===== src/rtl/pipe_addsub.sv =====
// pipe_addsub: pipelined two's-complement adder/subtractor, valid/ready.
// Optional macro PIPE_ADDSUB_SAT_EN: saturate sum on signed overflow.
module pipe_addsub #(
   parameter int WIDTH  = 32,
   parameter int STAGES = 4
) (
   input  logic             clk,
   input  logic             rst,
   input  logic             in_valid,
   output logic             in_ready,
   input  logic [WIDTH-1:0] a,
   input  logic [WIDTH-1:0] b,
   input  logic             ci,
   input  logic             sub,
   output logic             out_valid,
   input  logic             out_ready,
   output logic [WIDTH-1:0] sum,
   output logic             co,
   output logic             ovf
);

   localparam int CW = WIDTH / STAGES;

   // xa: finished sum chunks below, untouched A chunks above
   logic [WIDTH-1:0] xa [STAGES];
   logic [WIDTH-1:0] xb [STAGES];
   logic             xc [STAGES];
   logic             xv [STAGES];
   logic             ov_q;

   logic [WIDTH-1:0] ia [STAGES];
   logic [WIDTH-1:0] ib [STAGES];
   logic             ic [STAGES];
   logic [WIDTH-1:0] na [STAGES];
   logic             nc [STAGES];
   logic [CW:0]      t  [STAGES];

   logic             msb_cin;
   logic             ovf_d;
   logic [WIDTH-1:0] last_d;
   logic             advance;

   assign advance   = !(xv[STAGES-1] && !out_ready);
   assign in_ready  = advance;
   assign out_valid = xv[STAGES-1];
   assign sum       = xa[STAGES-1];
   assign co        = xc[STAGES-1];
   assign ovf       = ov_q;

   // Stage inputs: prepared operands feed stage 0, registers feed the rest
   always_comb begin
      ia[0] = a;
      ib[0] = sub ? ~b : b;
      ic[0] = sub ? ~ci : ci;
      for (int k = 1; k < STAGES; k++) begin
         ia[k] = xa[k-1];
         ib[k] = xb[k-1];
         ic[k] = xc[k-1];
      end
   end

   // Each stage adds its own chunk and splices it into the word
   always_comb begin
      for (int k = 0; k < STAGES; k++) begin
         t[k] = {1'b0, ia[k][k*CW +: CW]}
              + {1'b0, ib[k][k*CW +: CW]}
              + {{CW{1'b0}}, ic[k]};
         na[k] = ia[k];
         na[k][k*CW +: CW] = t[k][CW-1:0];
         nc[k] = t[k][CW];
      end
   end

   // Last stage: signed overflow and optional saturation
   always_comb begin
      msb_cin = ia[STAGES-1][WIDTH-1]
              ^ ib[STAGES-1][WIDTH-1]
              ^ na[STAGES-1][WIDTH-1];
      ovf_d   = msb_cin ^ nc[STAGES-1];
      last_d  = na[STAGES-1];
`ifdef PIPE_ADDSUB_SAT_EN
      if (ovf_d) begin
         if (ia[STAGES-1][WIDTH-1])
            last_d = {1'b1, {(WIDTH-1){1'b0}}};
         else
            last_d = {1'b0, {(WIDTH-1){1'b1}}};
      end
`endif
   end

   // Register stages; everything, bubbles included, holds during a stall
   always_ff @(posedge clk or posedge rst) begin
      if (rst) begin
         for (int k = 0; k < STAGES; k++) begin
            xa[k] <= '0;
            xb[k] <= '0;
            xc[k] <= 1'b0;
            xv[k] <= 1'b0;
         end
         ov_q <= 1'b0;
      end else if (advance) begin
         xv[0] <= in_valid;
         for (int k = 1; k < STAGES; k++)
            xv[k] <= xv[k-1];
         for (int k = 0; k < STAGES; k++) begin
            xa[k] <= na[k];
            xb[k] <= ib[k];
            xc[k] <= nc[k];
         end
         xa[STAGES-1] <= last_d;
         ov_q <= ovf_d;
      end
   end

endmodule


===== config.mk =====
export PLATFORM = sky130hd
export DESIGN_NAME = pipe_addsub
export DESIGN_NICKNAME = d
export VERILOG_FILES = /design/src/rtl/pipe_addsub.sv
export SDC_FILE = /design/constraint.sdc
export NUM_CORES = 1
export LEC_CHECK = 0
export ABC_AREA = 1
export CAP_MARGIN = 20
export CORE_AREA = 2 2 179 128
export DETAILED_ROUTE_END_ITERATION = 8
export DIE_AREA = 0 0 181 130
export PLACE_DENSITY_LB_ADDON = 0.05
export SYNTH_ARGS = -nofsm -noshare
export SYNTH_HDL_FRONTEND = slang
export SYNTH_SLANG_ARGS = --single-unit

===== constraint.sdc =====
create_clock -name clk -period 7.7 [get_ports clk]
set_clock_uncertainty 0.1 [all_clocks]
set_input_delay 0.77 -clock clk [delete_from_list [all_inputs] [get_ports clk]]
set_output_delay 0.77 -clock clk [all_outputs]
set_load 0.01 [all_outputs]

==> results.txt, run 1 <==
The flow ran to the end, and the final reports show no timing, DRC or antenna violations. The number of gates resized after CTS was 0. The clock tree root buffer cell is clkbuf_16. Global routing consumed, over all layers together, between 10% and 20% of the routing resources. The relative area change from synthesis to final layout is 20.3%. The area of the die came out at roughly 24000 um^2.

The internal power of the cells totals 2480 uW. Dividing the synthesized area by the synthesized cell count gives between 8 and 9 um^2. The first global-routing pass estimated between 30 and 40 mm of wire.

The horizontal die dimension came out at 181 um. The worst setup path is captured at an output port. The number of remaining DRC errors is 0.

The number of buffers and inverters on the critical path is 3. The number of hold-repair buffers added at the cts stage came out at 0. TritonCTS built the clock tree.

The global-route congestion overflow total came out at 0. Cells with a size suffix above 1 make up under 10% of the layout. The largest single stage delay on the critical path is 590 ps. The count of unique library cells instantiated by Yosys is 25. For the pin with the worst max-slew slack, the measured transition is about 1000 ps. The fraction of the cycle the final worst path needs came out at 47.4%.

For this block, the initial DRC count from the detailed router was 541. For this run, the share of the core covered by cells in the final layout is 46.7%. The maximum count of clock buffers along a single path came out at 2. The post-CTS setup repair buffer count is 0.

The largest fanout on the critical path is between 60 and 70. The clock tree synthesis step divided the H-tree into 4 levels. The data required time of the worst path came out at approximately 6800 ps. For this design the static power due to leakage is 0.00509 uW.

The critical path is of the in -> out type. The sequential fraction of the synthesis area came out at 54.0%. Grouping stages by cell kind, the critical path spends the most delay in buffers and inverters.

The pin count of the biggest net entering global routing is 113. The clock drives roughly 190 sinks. The number of standard cells in the layout, taps in and fillers out is 1382. The clock network power share is approximately a fifth. By instance count, the cell type seen most on the critical path is clkdlybuf4s50_1.

The post-detailed-route via-to-cell ratio is roughly 4.5. The initial cell density of the core is 38.8%. The average detailed-routed wire length per instance is 13.3 um. The sequential share of power came out at 40.4%. The initial antenna violation count is 0. The later pin in the worst-skew pair is clocked with a latency of 430 ps. The total power per unit cell area came out at a little under 400 nW/um^2. The net count reported at finish came out at 1187. The gate count after technology mapping came out at 997. The count of final max-slew check failures came out at 0. The half-perimeter wire length after detailed placement is between 10 and 15 mm. Data on the critical path arrives at its endpoint at between 2000 and 3000 ps. The number of primary I/O pins is 106. The count of nets left with antenna violations once routing finished came out at 0. The net switching share of the total power is 38.7%.

The worst hold-check slack came out at roughly 370 ps. The headroom to the max-slew limit is around 34%. The antenna diode instance count is 0.

The achievable frequency is 0.274 GHz. The slowest stage of the critical path belongs to the cell clkdlybuf4s50_1. In the final timing run, aggregate negative setup slack is 0 ps. The number of cells in the design after placement came out at between 1000 and 1500. The reported net switching power is between 1500 and 2000 uW. The synthesized netlist occupies a cell area of 8580 um^2.

The kind of path behind the tightest hold check is reg -> reg. The number of iterations in the first detailed-routing pass came out at 4. The final count of negative-setup-slack endpoints is 0. The count of yosys warnings during synthesis came out at 0.

Traced cell by cell, the critical path runs through clkdlybuf4s50_1 > nor2_4 > inv_4 > clkdlybuf4s50_1. The hold violation total from the final report came to 0. The vertical die dimension is roughly 130 um. In this run, the combinational gates consume 39.4% of the power. Setup repair after global routing left no endpoint under its margin. The initialized floorplan defines 46 standard-cell rows. The number of nets in the synthesized netlist came out at roughly 1100. The area of the placeable core is 22100 um^2. The post-route minimum period came out at 3650 ps. Clock-pin slew was measured on the worst setup and hold paths at 70 ps. For this block, the routed nets add up to 18.4 mm of wire.

The routed via count is about 6200. The total clock buffers created by CTS came out at 17. The highest ir drop seen on vdd is roughly 0.00018 V. The count of max-cap constraint violations is 0. After synthesis the netlist holds a flip-flop and latch count of between 150 and 200. The number of global-route vias before repair is 5840.

The routability congestion estimate is 0.800. STA classifies the critical path startpoint as a primary input. Buffers placed on the I/O ports in this run total approximately 110.
-- power groups by stage --
stage | clock [uW] | combinational (uW) | sequential [uW]
after floorplan | 0 | 1080 | 1640
after global placement | 0 | 1590 | 1660
after detailed placement | 0 | 1610 | 1660
after CTS | 848 | 1620 | 1640
after global routing | 889 | 1850 | 1700
final | 819 | 1590 | 1640
-- state kept, by name, indices dropped and copies added, names as in the netlist --
name	cells
co	1
ia	96
ib	48
ic	3
out_valid	1
ovf	1
sum	32
xv	3
-- worst paths after layout --
| kind | from | to | slack, ps | depth (start not counted) |
|---|---|---|---|---|
| setup / recovery | out_ready | in_ready | 4050 | 4 |
| min in group asynchronous | rst | ia[89]$_DFFE_PP0N_ | 750 | 2 |
| hold / removal | ib[84]$_DFFE_PP0N_ | ib[52]$_DFFE_PP0N_ | 370 | 2 |
| setup reg to reg | out_valid$_DFFE_PP0N_ | ia[44]$_DFFE_PP0N_ | 4500 | 7 |
| max in group asynchronous | rst | ia[95]$_DFFE_PP0N_ | 5220 | 3 |
| hold reg to reg | ib[84]$_DFFE_PP0N_ | ib[52]$_DFFE_PP0N_ | 370 | 2 |
-- area by class of cell --
cell class              count  area (um^2)
clock inverters            13          111
multi-input cells         702         3450
well taps                 288          360
flip-flops and latches    185         4630
fillers                  2213        11800
clock buffers              19          433
repair buffers            109         1080
inverters                  66          258
-- cell usage after synthesis, drive strengths merged --
cell | n | area share [%]
o21ai | 96 | 5.6
clkbuf | 5 | 0.22
buf | 39 | 2.7
xnor2 | 27 | 2.8
nand2 | 437 | 19
fa | 8 | 1.9
nand3 | 28 | 1.6
nand3b | 5 | 0.44
o22ai | 3 | 0.22
nor2 | 24 | 1.1
xor2 | 9 | 0.92
and2 | 3 | 0.22
a21oi | 21 | 1.2
or2 | 4 | 0.29
inv | 66 | 2.9
a21o | 3 | 0.26
nand4 | 6 | 0.44
dfrtp | 185 | 54
ha | 28 | 4.1
-- cells by family (layout without fill, tap and decap cells) --
group	Yosys count	after routing	synth area share [%]
DFF	185	185	54.0
AOI/OAI and AO/OA	123	123	7.31
xor gates and xnor gates	36	36	3.68
adders and majority gates	36	36	5.95
buffers and inverters	110	207	5.83
and+or+nand+nor	507	507	23.3
-- metrics by stage --
stage | setup WS [ps] | power [uW] | cell area [um^2]
floorplan | 1800 | 2720 | 8580
global placement | 3670 | 3240 | 9770
detailed placement | 3680 | 3260 | 9770
CTS | 4020 | 4100 | 10300
global route | 3750 | 4430 | 10300
finish | 4050 | 4050 | 10300
-- tightest hold or removal path, cell delays in order, from the launching register on --
cell	delay, ps
dfrtp_1	340
nand2_1	50
nand2_1	40
-- per-layer routing --
layer  wire, um  global-route usage, %
met1      11000                   28.0
met2       6590                   20.4
met3        629                   3.18
met4        196                   4.45
met5          0                      0
-- cell usage in the layout, fill, tap and decap left out, types with 4 or more instances in the layout --
cell             synthesis  routed
nand3_1                 28      28
dfrtp_1                185     185
nand4_1                  6       6
inv_1                   65      64
inv_6                    0       5
nor2_1                  23      23
fa_1                     8       8
a21oi_1                 21      21
clkbuf_16                0      17
o21ai_1                  6       6
nand3b_1                 5       5
xnor2_1                 27      27
o21ai_0                 90      90
xor2_1                   9       9
ha_1                    28      28
buf_4                   13       4
clkdlybuf4s50_1          0     104
nand2_1                437     437
Power figures use the tool's default switching activity.
==> run 2: changes to the inputs <==
Clock period 7.7 ns to 3.79 ns, I/O delays scaled along.
==> results.txt, run 2 (synthesis results as in run 1) <==
Result of the run: complete, no violations (unchanged). The most frequent standard cell in the layout excluding fill and tap cells is nand2_1 (unchanged). The number of primary I/O pins came to 106 (unchanged). The average detailed-routed wire length per instance was 13.3 um (about the same). The setup TNS is 0 ps (unchanged). The clock tree root buffer cell is clkbuf_16 (unchanged). The maximum count of clock buffers along a single path came out at 2 (unchanged).

The half-perimeter wire length after detailed placement came to 12.2 mm (about the same). Unrepaired setup endpoints after global routing: no (unchanged). The port buffer count is 105 (unchanged). The total power per unit cell area came out at 798 nW/um^2 (was 392 nW/um^2).

The hold violation total from the final report was 0 (unchanged). The stage delay of the slowest cell on the critical path came out at 590 ps (about the same). The clock network power share is 21.3% (was 20.2%). The routability congestion estimate came to 0.822 (was 0.800). The register cell area after layout came out at 4630 um^2 (unchanged). The sequential share of power was 40.1% (was 40.4%).

The global-route usage over all layers came to 16.8% (was 16.5%). The routed via count came out at 6210 (was 6242). Static timing analysis puts the maximum clock frequency at 0.449 GHz. The count of final max-slew check failures is 0 (unchanged). The reported leakage power came out at 0.00514 uW (was 0.00509 uW). The remaining number of nets flagged by the antenna check after routing was 0 (unchanged). Commonest non-fill, non-tap cells in the layout: 437 x nand2_1, 185 x dfrtp_1, 104 x clkdlybuf4s50_1 (unchanged). The iteration-0 DRC count of the detailed router was 422 (was 541). The count of max-cap constraint violations came out at 0 (unchanged). The post-route minimum period came out at 2230 ps. The post-detailed-route via-to-cell ratio came to 4.49 (was 4.52).

The TritonCTS clock tree was yes (unchanged). The number of fillers in the final layout is 2223 (was 2213). The number of clock sinks is 185 (unchanged). The global-route congestion overflow total is 0 (unchanged). The global-route wire length before repair came out at 31.5 mm (was 30.9 mm). The clock transition at the registers of the reported paths came out at 70 ps (about the same).

The critical-path cell with the highest stage delay is clkdlybuf4s50_1 (unchanged). The total wire length came out at 18.4 mm (about the same). The total power came to 8310 uW (was 4050 uW). The reported net switching power came to 3140 uW (was 1570 uW). The highest ir drop seen on vdd was 0.000489 V (was 0.000175 V). The pin count of the biggest net entering global routing is 223 (was 113). The area of the die came out at 23500 um^2 (unchanged). The antenna diode instance count is 0 (unchanged). The category of the critical setup timing path is in -> out (unchanged). The vertical die dimension is 130 um (unchanged). The pin slew with the least headroom to its limit came out at 956 ps (was 997 ps). The initial antenna violation count is 0 (unchanged).

The area of the placeable core came to 22100 um^2 (unchanged). The number of remaining DRC errors is 0 (unchanged). The clock insertion delay at the later pin of the skew report is 420 ps (was 430 ps). The initial cell density of the core came out at 38.8% (unchanged). The horizontal die dimension came out at 181 um (unchanged). Cell-by-cell trace of the critical path: clkdlybuf4s50_1 > nor2_4 > inv_4 > clkdlybuf4s50_1 (unchanged). The standard-cell row count is 46 (unchanged). The number of flip-flops under the largest register name is 96 (unchanged).

The most used cell along the critical path is clkdlybuf4s50_1 (unchanged). The kind of launch point of the worst setup path is a primary input (unchanged). The number of hold-repair buffers added at the cts stage is 0 (unchanged). The headroom to the max-slew limit is 36.3% (was 33.5%). The net switching share of the total power came out at 37.8% (was 38.7%).

The multi-input logic area is 3450 um^2 (unchanged). The final count of negative-setup-slack endpoints is 0 (unchanged). The post-CTS setup repair buffer count is 0 (unchanged). The fraction of the cycle the final worst path needs came out at 58.8%. The data required time of the worst path came out at 3310 ps (was 6830 ps). The internal power of the cells is 5170 uW (was 2480 uW). The number of levels the H-tree was split into is 4 (unchanged).

The fraction of layout instances using a drive strength above 1 is 3.83% (was 3.56%). The net count reported at finish came to 1189 (was 1187). The number of gates given a new drive strength after cts is 0 (unchanged). The number of iterations in the first detailed-routing pass came out at 5 (was 4). The kind of path behind the tightest hold check was reg -> reg (unchanged). The share of total power in combinational logic was 38.6% (was 39.4%). The utilization of the core after routing came out at 47.1% (was 46.7%).

The relative area change from synthesis to final layout is 21.4% (was 20.3%). The total clock buffers created by CTS came to 17 (unchanged). The critical path data arrival time was 1750 ps (was 2780 ps). The number of global-route vias before repair came out at 6002 (was 5840). The kind of capture point of the worst setup path is an output port (unchanged). The largest fanout on the critical path came to 22 (was 66).
-- run 2: per-stage QoR --
stage,area (um^2),hold slack [ps],instances,worst slack [ps]
final,10400,362,1384,1560
after detailed placement,9820,351,1352,1220
after global routing,10400,381,1384,1460
after global placement,9820,349,1352,1290
after floorplan,8580,340,997,932
after CTS,10400,363,1384,1530
-- run 2: path summary, 6_finish.rpt --
| kind | from | to | slack [ps] | cells after the start |
|---|---|---|---|---|
| max | out_ready | in_ready | 1560 | 4 |
| min | ia[3]$_DFFE_PP0N_ | sum[3]$_DFFE_PP0N_ | 360 | 2 |
| max reg2reg | ia[72]$_DFFE_PP0N_ | ic[1]$_DFFE_PP0N_ | 1630 | 6 |
| min reg2reg | ia[3]$_DFFE_PP0N_ | sum[3]$_DFFE_PP0N_ | 360 | 2 |
| max in group asynchronous | rst | ia[79]$_DFFE_PP0N_ | 2750 | 3 |
| min in group asynchronous | rst | ia[25]$_DFFE_PP0N_ | 370 | 3 |
-- run 2: layout make-up --
class	count	area share [%]
sequential	185	44.5
multi-input combinational	702	33.1
timing repair buffer	111	10.8
clock buffer	20	4.39
tap	288	3.46
inverter	66	2.44
clock inverter	12	1.27
-- run 2: layer usage --
metal	GRT usage (%)	routed length (um)	up-vias
li1	-	-	3305
met1	28.1	10900	2790
met2	21.4	6790	107
met3	3.18	653	8
met4	4.69	140	0
met5	0	0	-
-- run 2: worst max-delay path: cells and delay by family --
kind	cells	cell delay [ps]
buffers and inverters	3	1290
AND/OR/NAND/NOR	1	70
-- run 2: power by group through the flow --
stage	clock [uW]	sequential (uW)	combinational, uW
final	1770	3330	3210
after global routing	1900	3450	3760
after CTS	1830	3340	3270
after detailed placement	0	3370	3240
after global placement	0	3360	3210
after floorplan	0	3330	2200
